$ cat src/rtl/trigger_pkg.sv
// Shared types and constants for the trigger sequencer: FSM states, edge-mode
// encodings and default timing parameters.
package trigger_pkg;

  typedef enum logic [1:0] {
    StIdle,
    StSettle,
    StRefresh,
    StBlock
  } state_e;

  localparam logic [1:0] EDGE_RISE = 2'b00;
  localparam logic [1:0] EDGE_FALL = 2'b01;
  localparam logic [1:0] EDGE_BOTH = 2'b10;
  localparam logic [1:0] EDGE_NONE = 2'b11;

  localparam int unsigned DEFAULT_DEB_TIME      = 10000;
  localparam int unsigned DEFAULT_SETTLE_CYCLES = 10;

endpackage

$ cat src/rtl/edge_qualifier.sv
// Per-channel two-flop synchroniser, edge detector and mode/enable masking.
// qual_o is combinational from registered state and the live mode/enable inputs.
module edge_qualifier
  import trigger_pkg::*;
#(
  parameter int unsigned CHANNELS = 6
) (
  input  logic                clk,
  input  logic                rst_n,
  input  logic [CHANNELS-1:0] trigger_i,
  input  logic [CHANNELS-1:0] chan_en_i,
  input  logic [1:0]          edge_mode_i,
  output logic [CHANNELS-1:0] qual_o
);

  logic [CHANNELS-1:0] s1_q, s2_q, prev_q;
  logic [CHANNELS-1:0] rise, fall, edges;

  // prev tracks the synchronised level in every FSM state, so a level held
  // while the sequencer is busy cannot fire again once it returns to idle.
  always_ff @(posedge clk or negedge rst_n) begin
    if (!rst_n) begin
      s1_q   <= '0;
      s2_q   <= '0;
      prev_q <= '0;
    end else begin
      s1_q   <= trigger_i;
      s2_q   <= s1_q;
      prev_q <= s2_q;
    end
  end

  always_comb begin
    rise = s2_q & ~prev_q;
    fall = ~s2_q & prev_q;
    case (edge_mode_i)
      EDGE_RISE: edges = rise;
      EDGE_FALL: edges = fall;
      EDGE_BOTH: edges = rise | fall;
      default:   edges = '0;
    endcase
    qual_o = edges & chan_en_i;
  end

endmodule

$ cat src/rtl/trigger_sequencer.sv
// Trigger sequencer: qualified input edge -> increment strobe, settle delay,
// refresh strobe, then a debounce block during which further edges are dropped.
module trigger_sequencer
  import trigger_pkg::*;
#(
  parameter int unsigned CHANNELS      = 6,
  parameter int unsigned CNT_WIDTH     = 14,
  parameter int unsigned DEB_TIME      = DEFAULT_DEB_TIME,
  parameter int unsigned SETTLE_CYCLES = DEFAULT_SETTLE_CYCLES
) (
  input  logic                clk,
  input  logic                rst_n,
  input  logic [CHANNELS-1:0] trigger_i,
  input  logic [CHANNELS-1:0] chan_en_i,
  input  logic [1:0]          edge_mode_i,
  output logic                inc_pulse_o,
  output logic [CHANNELS-1:0] inc_vec_o,
  output logic                ref_pulse_o,
  output logic                busy_o,
  output logic                overrun_o
);

  // The counter is already 0 in the inc_pulse cycle, so ending SETTLE at
  // SETTLE_CYCLES leaves exactly SETTLE_CYCLES quiet cycles before ref_pulse.
  localparam logic [CNT_WIDTH-1:0] SettleLast = CNT_WIDTH'(SETTLE_CYCLES);
  localparam logic [CNT_WIDTH-1:0] DebLast    = CNT_WIDTH'(DEB_TIME - 1);
  localparam logic [CNT_WIDTH-1:0] CntOne     = CNT_WIDTH'(1);

  logic [CHANNELS-1:0]  qual;
  state_e               state_q, state_d;
  logic [CNT_WIDTH-1:0] cnt_q, cnt_d;
  logic                 inc_pulse_q, inc_pulse_d;
  logic                 ref_pulse_q, ref_pulse_d;
  logic                 overrun_q, overrun_d;
  logic [CHANNELS-1:0]  inc_vec_q, inc_vec_d;

  edge_qualifier #(
    .CHANNELS(CHANNELS)
  ) u_edge_qualifier (
    .clk        (clk),
    .rst_n      (rst_n),
    .trigger_i  (trigger_i),
    .chan_en_i  (chan_en_i),
    .edge_mode_i(edge_mode_i),
    .qual_o     (qual)
  );

  always_comb begin
    state_d     = state_q;
    cnt_d       = cnt_q;
    inc_pulse_d = 1'b0;
    ref_pulse_d = 1'b0;
    inc_vec_d   = inc_vec_q;
    overrun_d   = (state_q != StIdle) && (|qual);
    unique case (state_q)
      StIdle: begin
        if (|qual) begin
          inc_pulse_d = 1'b1;
          inc_vec_d   = qual;
          cnt_d       = '0;
          state_d     = StSettle;
        end
      end
      StSettle: begin
        if (cnt_q == SettleLast) begin
          ref_pulse_d = 1'b1;
          state_d     = StRefresh;
        end else begin
          cnt_d = cnt_q + CntOne;
        end
      end
      StRefresh: begin
        cnt_d   = '0;
        state_d = StBlock;
      end
      StBlock: begin
        if (cnt_q == DebLast) begin
          state_d = StIdle;
        end else begin
          cnt_d = cnt_q + CntOne;
        end
      end
      default: state_d = StIdle;
    endcase
  end

  always_ff @(posedge clk or negedge rst_n) begin
    if (!rst_n) begin
      state_q     <= StIdle;
      cnt_q       <= '0;
      inc_pulse_q <= 1'b0;
      ref_pulse_q <= 1'b0;
      overrun_q   <= 1'b0;
      inc_vec_q   <= '0;
    end else begin
      state_q     <= state_d;
      cnt_q       <= cnt_d;
      inc_pulse_q <= inc_pulse_d;
      ref_pulse_q <= ref_pulse_d;
      overrun_q   <= overrun_d;
      inc_vec_q   <= inc_vec_d;
    end
  end

  assign inc_pulse_o = inc_pulse_q;
  assign ref_pulse_o = ref_pulse_q;
  assign overrun_o   = overrun_q;
  assign inc_vec_o   = inc_vec_q;
  assign busy_o      = (state_q != StIdle);

endmodule
$ cat config.mk
export PLATFORM = sky130hd
export DESIGN_NAME = trigger_sequencer
export DESIGN_NICKNAME = d
export VERILOG_FILES = /design/src/rtl/trigger_pkg.sv /design/src/rtl/edge_qualifier.sv /design/src/rtl/trigger_sequencer.sv
export SDC_FILE = /design/constraint.sdc
export NUM_CORES = 1
export LEC_CHECK = 0
export BUFFER_PORTS_ARGS = -buffer_cell sky130_fd_sc_hd__buf_2
export CORE_MARGIN = 2
export CORE_UTILIZATION = 52
export DETAILED_ROUTE_END_ITERATION = 12
export MAX_ROUTING_LAYER = met4
export PLACE_DENSITY = 0.82
export SYNTH_ARGS = -nofsm -noshare
export SYNTH_HDL_FRONTEND = slang
export SYNTH_SLANG_ARGS = --single-unit
$ cat constraint.sdc
create_clock -name clk -period 2.3 [get_ports clk]
set_input_delay 0.46 -clock clk [delete_from_list [all_inputs] [get_ports clk]]
set_output_delay 0.46 -clock clk [all_outputs]
set_load 0.02 [all_outputs]
# Word level (Yosys, flattened, before mapping)

Cells that the tools add are included.

Input port bits: 16
Flip-flop bits (word level): 43

Bitwise operators: 6
Reduce and logical (&&, ||, !) cells: 8
Mux-type cells: 13
Add/subtract/negate cells: 1
Equality and inequality tests: 12

Operators by type and width:

| kind                  | count |
|---|---|
| $pmux 14 s4           | 1 |
| $mux 14               | 3 |
| $and 6x6->6           | 3 |
| $pmux 6 s3            | 1 |
| $add 14x1->14 const B | 1 |
| $eq 14x14->1 const B  | 1 |
| $eq 14x4->1 const B   | 1 |
| $not 6->6             | 2 |
| $ne 2x2->1 const B    | 5 |
| $pmux 2 s4            | 1 |
| $eq 2x2->1 const B    | 3 |
| $mux 2                | 3 |
| $or 6x6->6            | 1 |
| $reduce_and 3->1      | 2 |
| $reduce_or 6->1       | 1 |
| $eq 2x1->1 const B    | 2 |
| $logic_not 2->1       | 2 |
| $mux 1                | 4 |
| $reduce_and 2->1      | 1 |
| $reduce_bool 2->1     | 1 |
| $logic_and 1x1->1     | 1 |

# Logic depth before layout (Yosys ltp)

Depth after elaboration: 8
Gate-level depth with buffers: 9

# Hierarchy

A second synthesis with hierarchy kept.

Cell total of the unflattened synthesis: 222
Area total of the unflattened synthesis: 2,213.4 um^2

By module, submodules not included:

| module            | sequential area each (um^2) | times used | cells each | area an instance (um^2) |
|---|---|---|---|---|
| trigger_sequencer | 625.6                       | 1          | 148        | 1,380.1 |
| edge_qualifier    | 450.4                       | 1          | 74         | 833.3 |

# Worst setup path before layout

Ideal clock, no wire load.

Kind: flip-flop to flip-flop
From: register u_edge_qualifier.prev_q[3]
To: register state_q[1]
Arrival time: 2,053 ps
Slack: 119 ps
Required time: 2,173 ps
Cell stages (with the launch flop): 9
Path buffers: 0
Path through: dfrtp_1 > inv_1 > ha_1 > or2_1 > a41o_1 > o21bai_2 > nor4b_4 > a221o_2 > mux2_1

Cells in the longest elaborated chain, start to end: 8
Elaborated cells between the ends (all ways): 9

Ends and longest elaborated chain:

| item                         | RTL line                | RTL |
|---|---|---|
| start, declared              | edge_qualifier.sv:16    | `logic [CHANNELS-1:0] s1_q, s2_q, prev_q;` |
| start signal, assigned       | edge_qualifier.sv:29    | `prev_q <= s2_q;` |
| $not 6->6                    | edge_qualifier.sv:34    | `rise = s2_q & ~prev_q;` |
| $and 6x6->6                  | edge_qualifier.sv:34    |  |
| $or 6x6->6                   | edge_qualifier.sv:39    | `EDGE_BOTH: edges = rise \| fall;` |
| $pmux 6 s3 *                 | edge_qualifier.sv:36    | `case (edge_mode_i)` |
| $and 6x6->6 *                | edge_qualifier.sv:42    | `qual_o = edges & chan_en_i;` |
| $reduce_or 6->1 *            | trigger_sequencer.sv:57 | `if (\|qual) begin` |
| $ne 2x2->1 (no line) *       | --                      |  |
| $reduce_and 3->1 (no line) * | --                      |  |
| end signal, assigned         | trigger_sequencer.sv:89 | `state_q <= StIdle;` |
| end signal, assigned         | trigger_sequencer.sv:96 | `state_q <= state_d;` |
| end, declared                | trigger_sequencer.sv:30 | `state_e state_q, state_d;` |

Mark *: on every way between the ends. The rest lies on a longest branch, timed or not.
A chain may end at the register's enable or synchronous reset.

# Worst setup path after layout

From: register u_edge_qualifier.prev_q[4]
To: register cnt_q[9]

Cells in the longest elaborated chain, start to end: 8
Elaborated cells between the ends (all ways): 9

Ends and longest elaborated chain:

| item                         | RTL line                | RTL |
|---|---|---|
| $not 6->6                    | edge_qualifier.sv:34    |  |
| $and 6x6->6                  | edge_qualifier.sv:34    |  |
| $or 6x6->6                   | edge_qualifier.sv:39    |  |
| $pmux 6 s3 *                 | edge_qualifier.sv:36    |  |
| $and 6x6->6 *                | edge_qualifier.sv:42    |  |
| $reduce_or 6->1 *            | trigger_sequencer.sv:57 |  |
| $ne 2x2->1 (no line) *       | --                      |  |
| $reduce_and 3->1 (no line) * | --                      |  |
| end signal, assigned         | trigger_sequencer.sv:97 | `cnt_q <= cnt_d;` |
| end, declared                | trigger_sequencer.sv:31 | `logic [CNT_WIDTH-1:0] cnt_q, cnt_d;` |

Marks and branches as above.

==> results.json <==
{
  "syn-cell-area_um2": 2280,
  "startpoint": "u_edge_qualifier.prev_q[4]",
  "power.density_nw_per_um2": 920,
  "wire_per_inst_um": 13.9,
  "synthArstFlopShare": 1.00,
  "busiest_layer": "met2",
  "ys_seq_elements": 43,
  "power.leakage_nw": 1.35,
  "rsz0062_at_grt": "no",
  "core_area_um2": 4290,
  "clkTransAtPathRegs_ns": 0.08,
  "yosys_warnings": 0,
  "drive_gt1_frac": 0.265,
  "syn_avg_cell_area_um2": 10.9,
  "p_comb_frac": 0.422,
  "clkPwrFrac": 0.191,
  "syn_to_final_growth_pct": 16.3,
  "use_met1": 0.248,
  "postCtsSetupRepairBufs": 0,
  "synth_area_leaders": "dfrtp_1, ha_1, o31ai_2",
  "ys.flop_type": "dfrtp_1",
  "synth_edf_count": 0,
  "tightest_slew_ns": 0.508,
  "route.detailed.drc": 0,
  "finalNetCount": 287,
  "grt_max_degree": 44,
  "initial_core_util": 0.531,
  "crit_type": "reg -> reg",
  "vdd_ir_drop_max_v": 0.000348,
  "max_freq_ghz": 0.456,
  "layout_commonest_cell": "dfrtp_1",
  "clockRootBuffer": "clkbuf_8",
  "cp_max_fo": 9,
  "p_switching_w": 0.000892,
  "setup_violations": 0,
  "yosys.cell_types.count": 49,
  "yosysSeqAreaShare": 0.472,
  "synth_compound_area_frac": 0.182,
  "fill_cells": 357,
  "synth-simple-area-share": 0.180,
  "cts_tree": "built",
  "finalCritPeriodShare": 0.953,
  "overflow": 0,
  "pwr-share-seq": 0.387,
  "min_period_ns": 2.19,
  "drv_slew": 0,
  "status": "complete, no violations",
  "use_met2": 0.296,
  "cp.arrival_ns": 2.40,
  "clockBufferDepth": 2,
  "boundaryPins": 26,
  "synthCells": 209,
  "ctsHoldBuffers": 0,
  "antenna_found_initial": 0,
  "place_hpwl_um": 3050,
  "dr.pass1.iters": 4,
  "fin_skew_ns": 0.00767,
  "crit_required_ns": 2.51,
  "slew_headroom": 0.658,
  "std_cell_rows": 24,
  "final_cells": 305,
  "critPathLaunchType": "flop",
  "drtIter0Drc": 147,
  "portBuffers": 25,
  "use_met3": 0.0491,
  "via_per_inst": 5.53,
  "synth_nets": 244,
  "worstSetupEndpointType": "flop",
  "setup-tns-final_ns": 0,
  "synthAdderAreaFrac": 0.104,
  "via_count": 1688,
  "antennaDiodeCount": 0,
  "cts_resized": 0,
  "grt_pass1_wl_um": 7270,
  "maxCapViolCount": 0,
  "intPower_w": 0.00155,
  "synth_top_area_share": 0.472,
  "hold_viol": 0,
  "cts_buffers": 5,
  "synth_top_family_by_area": "compound AO/OA/AOI/OAI gates",
  "grt_pass1_vias": 1616,
  "synthMuxAreaShare": 0.00933,
  "layout_common_cells": "dfrtp_1, buf_2, inv_1, ha_1, nand2_1",
  "clock_latency_ns": 0.30,
  "swShare": 0.366,
  "synthXorXnorAreaFrac": 0,
  "totalWireLength_um": 4250,
  "yosys.area.top_type": "dfrtp_1",
  "ant_nets": 0,
  "grt_use_total": 0.192,
  "die_x_um": 70.2,
  "cts_max_level": 2,
  "timing.rr.start": "u_edge_qualifier.prev_q[4]",
  "gp_congestion": 0.838,
  "die_height_um": 70.2,
  "dp.cells": 293,
  "cts_sinks": 43,
  "hp-class": "in -> async",
  "dieArea_um2": 4930
}
-- cell type report --
class                      count  area, µm²  share of cell area
clock buffer                   5       68.8              0.0260
clock inverter                 3       15.0             0.00566
inverter                      19       71.3              0.0269
multi-input combinational    142       1080               0.409
sequential                    43       1080               0.406
tap                           52       65.1              0.0245
timing repair buffer          41        270               0.102
-- power by group through the flow --
stage               Clock [W]  Sequential (W)  Combinational (W)
floorplan                   0         0.00102           0.000610
global placement            0        0.000955           0.000878
detailed placement          0        0.000958           0.000906
CTS                  0.000479        0.000944           0.000918
global route         0.000513        0.000959            0.00113
finish               0.000465        0.000943            0.00103
-- state kept, by name (all words and copies together) (netlist names) --
name,flops
u_edge_qualifier.s2_q,6
inc_pulse_o,1
state_q,2
overrun_o,1
inc_vec_o,6
ref_pulse_o,1
cnt_q,14
u_edge_qualifier.prev_q,6
u_edge_qualifier.s1_q,6
-- worst max-delay path, cell delays in order, from the launching register on --
cell     delay, ns
dfrtp_1       0.37
inv_1         0.05
ha_1          0.27
or2b_1        0.22
nand3_1       0.09
a32o_2        0.23
nor4b_4       0.07
or3_4         0.42
buf_12        0.16
o31ai_2       0.21
-- worst paths after layout --
check,endpoint,slack [ns],cells after the start
setup / recovery,cnt_q[9],0.11,9
setup reg to reg,cnt_q[9],0.11,9
min in group clk,u_edge_qualifier.s1_q[2],0.26,1
hold reg to reg,u_edge_qualifier.s2_q[3],0.34,0
hold / removal,u_edge_qualifier.prev_q[2],0.12,2
max in group asynchronous,cnt_q[2],1.98,2
-- per-layer routing --
| metal | routed length [µm] | share of wire |
|---|---|---|
| met1 | 2030 | 0.48 |
| met2 | 1980 | 0.47 |
| met3 | 192 | 0.045 |
| met4 | 49 | 0.012 |
| met5 | 0 | 0 |
-- cells by family (layout without fill, tap and decap cells) --
group / after synthesis / count (layout)
AOI/OAI and AO/OA: 52 / 52
adders and majority gates: 19 / 19
buffers and inverters: 24 / 68
DFF: 43 / 43
muxes: 2 / 2
and+or+nand+nor: 69 / 69
-- metrics by stage --
stage | hold WS (ns) | area [µm²] | utilization | total power (W) | setup WS (ns)
finish | 0.124 | 2650 | 0.617 | 0.00244 | 0.109
floorplan | 0.164 | 2280 | - | 0.00163 | 0.119
global route | 0.145 | 2650 | 0.617 | 0.00260 | 0.000363
CTS | 0.130 | 2610 | 0.608 | 0.00234 | 0.0484
detailed placement | 0.335 | 2520 | 0.588 | 0.00186 | 0.0170
global placement | 0.333 | 2520 | 0.588 | 0.00183 | 0.0370
-- cell usage after synthesis (2+ instances only) --
library cell,count
or4_1,2
o31ai_2,6
inv_1,19
a41o_1,3
o21ai_2,4
and4b_1,3
nor2_1,11
nor2b_1,4
dfrtp_1,43
o21ai_1,8
nand2_1,15
a22o_1,4
and3_1,4
nor3_2,2
a31oi_1,3
a21oi_1,2
nor3_1,4
nand3_1,5
o31ai_1,4
nand2b_1,7
o21ai_0,7
or2_1,4
ha_1,19
No activity file was read; power rests on OpenSTA's default activity.
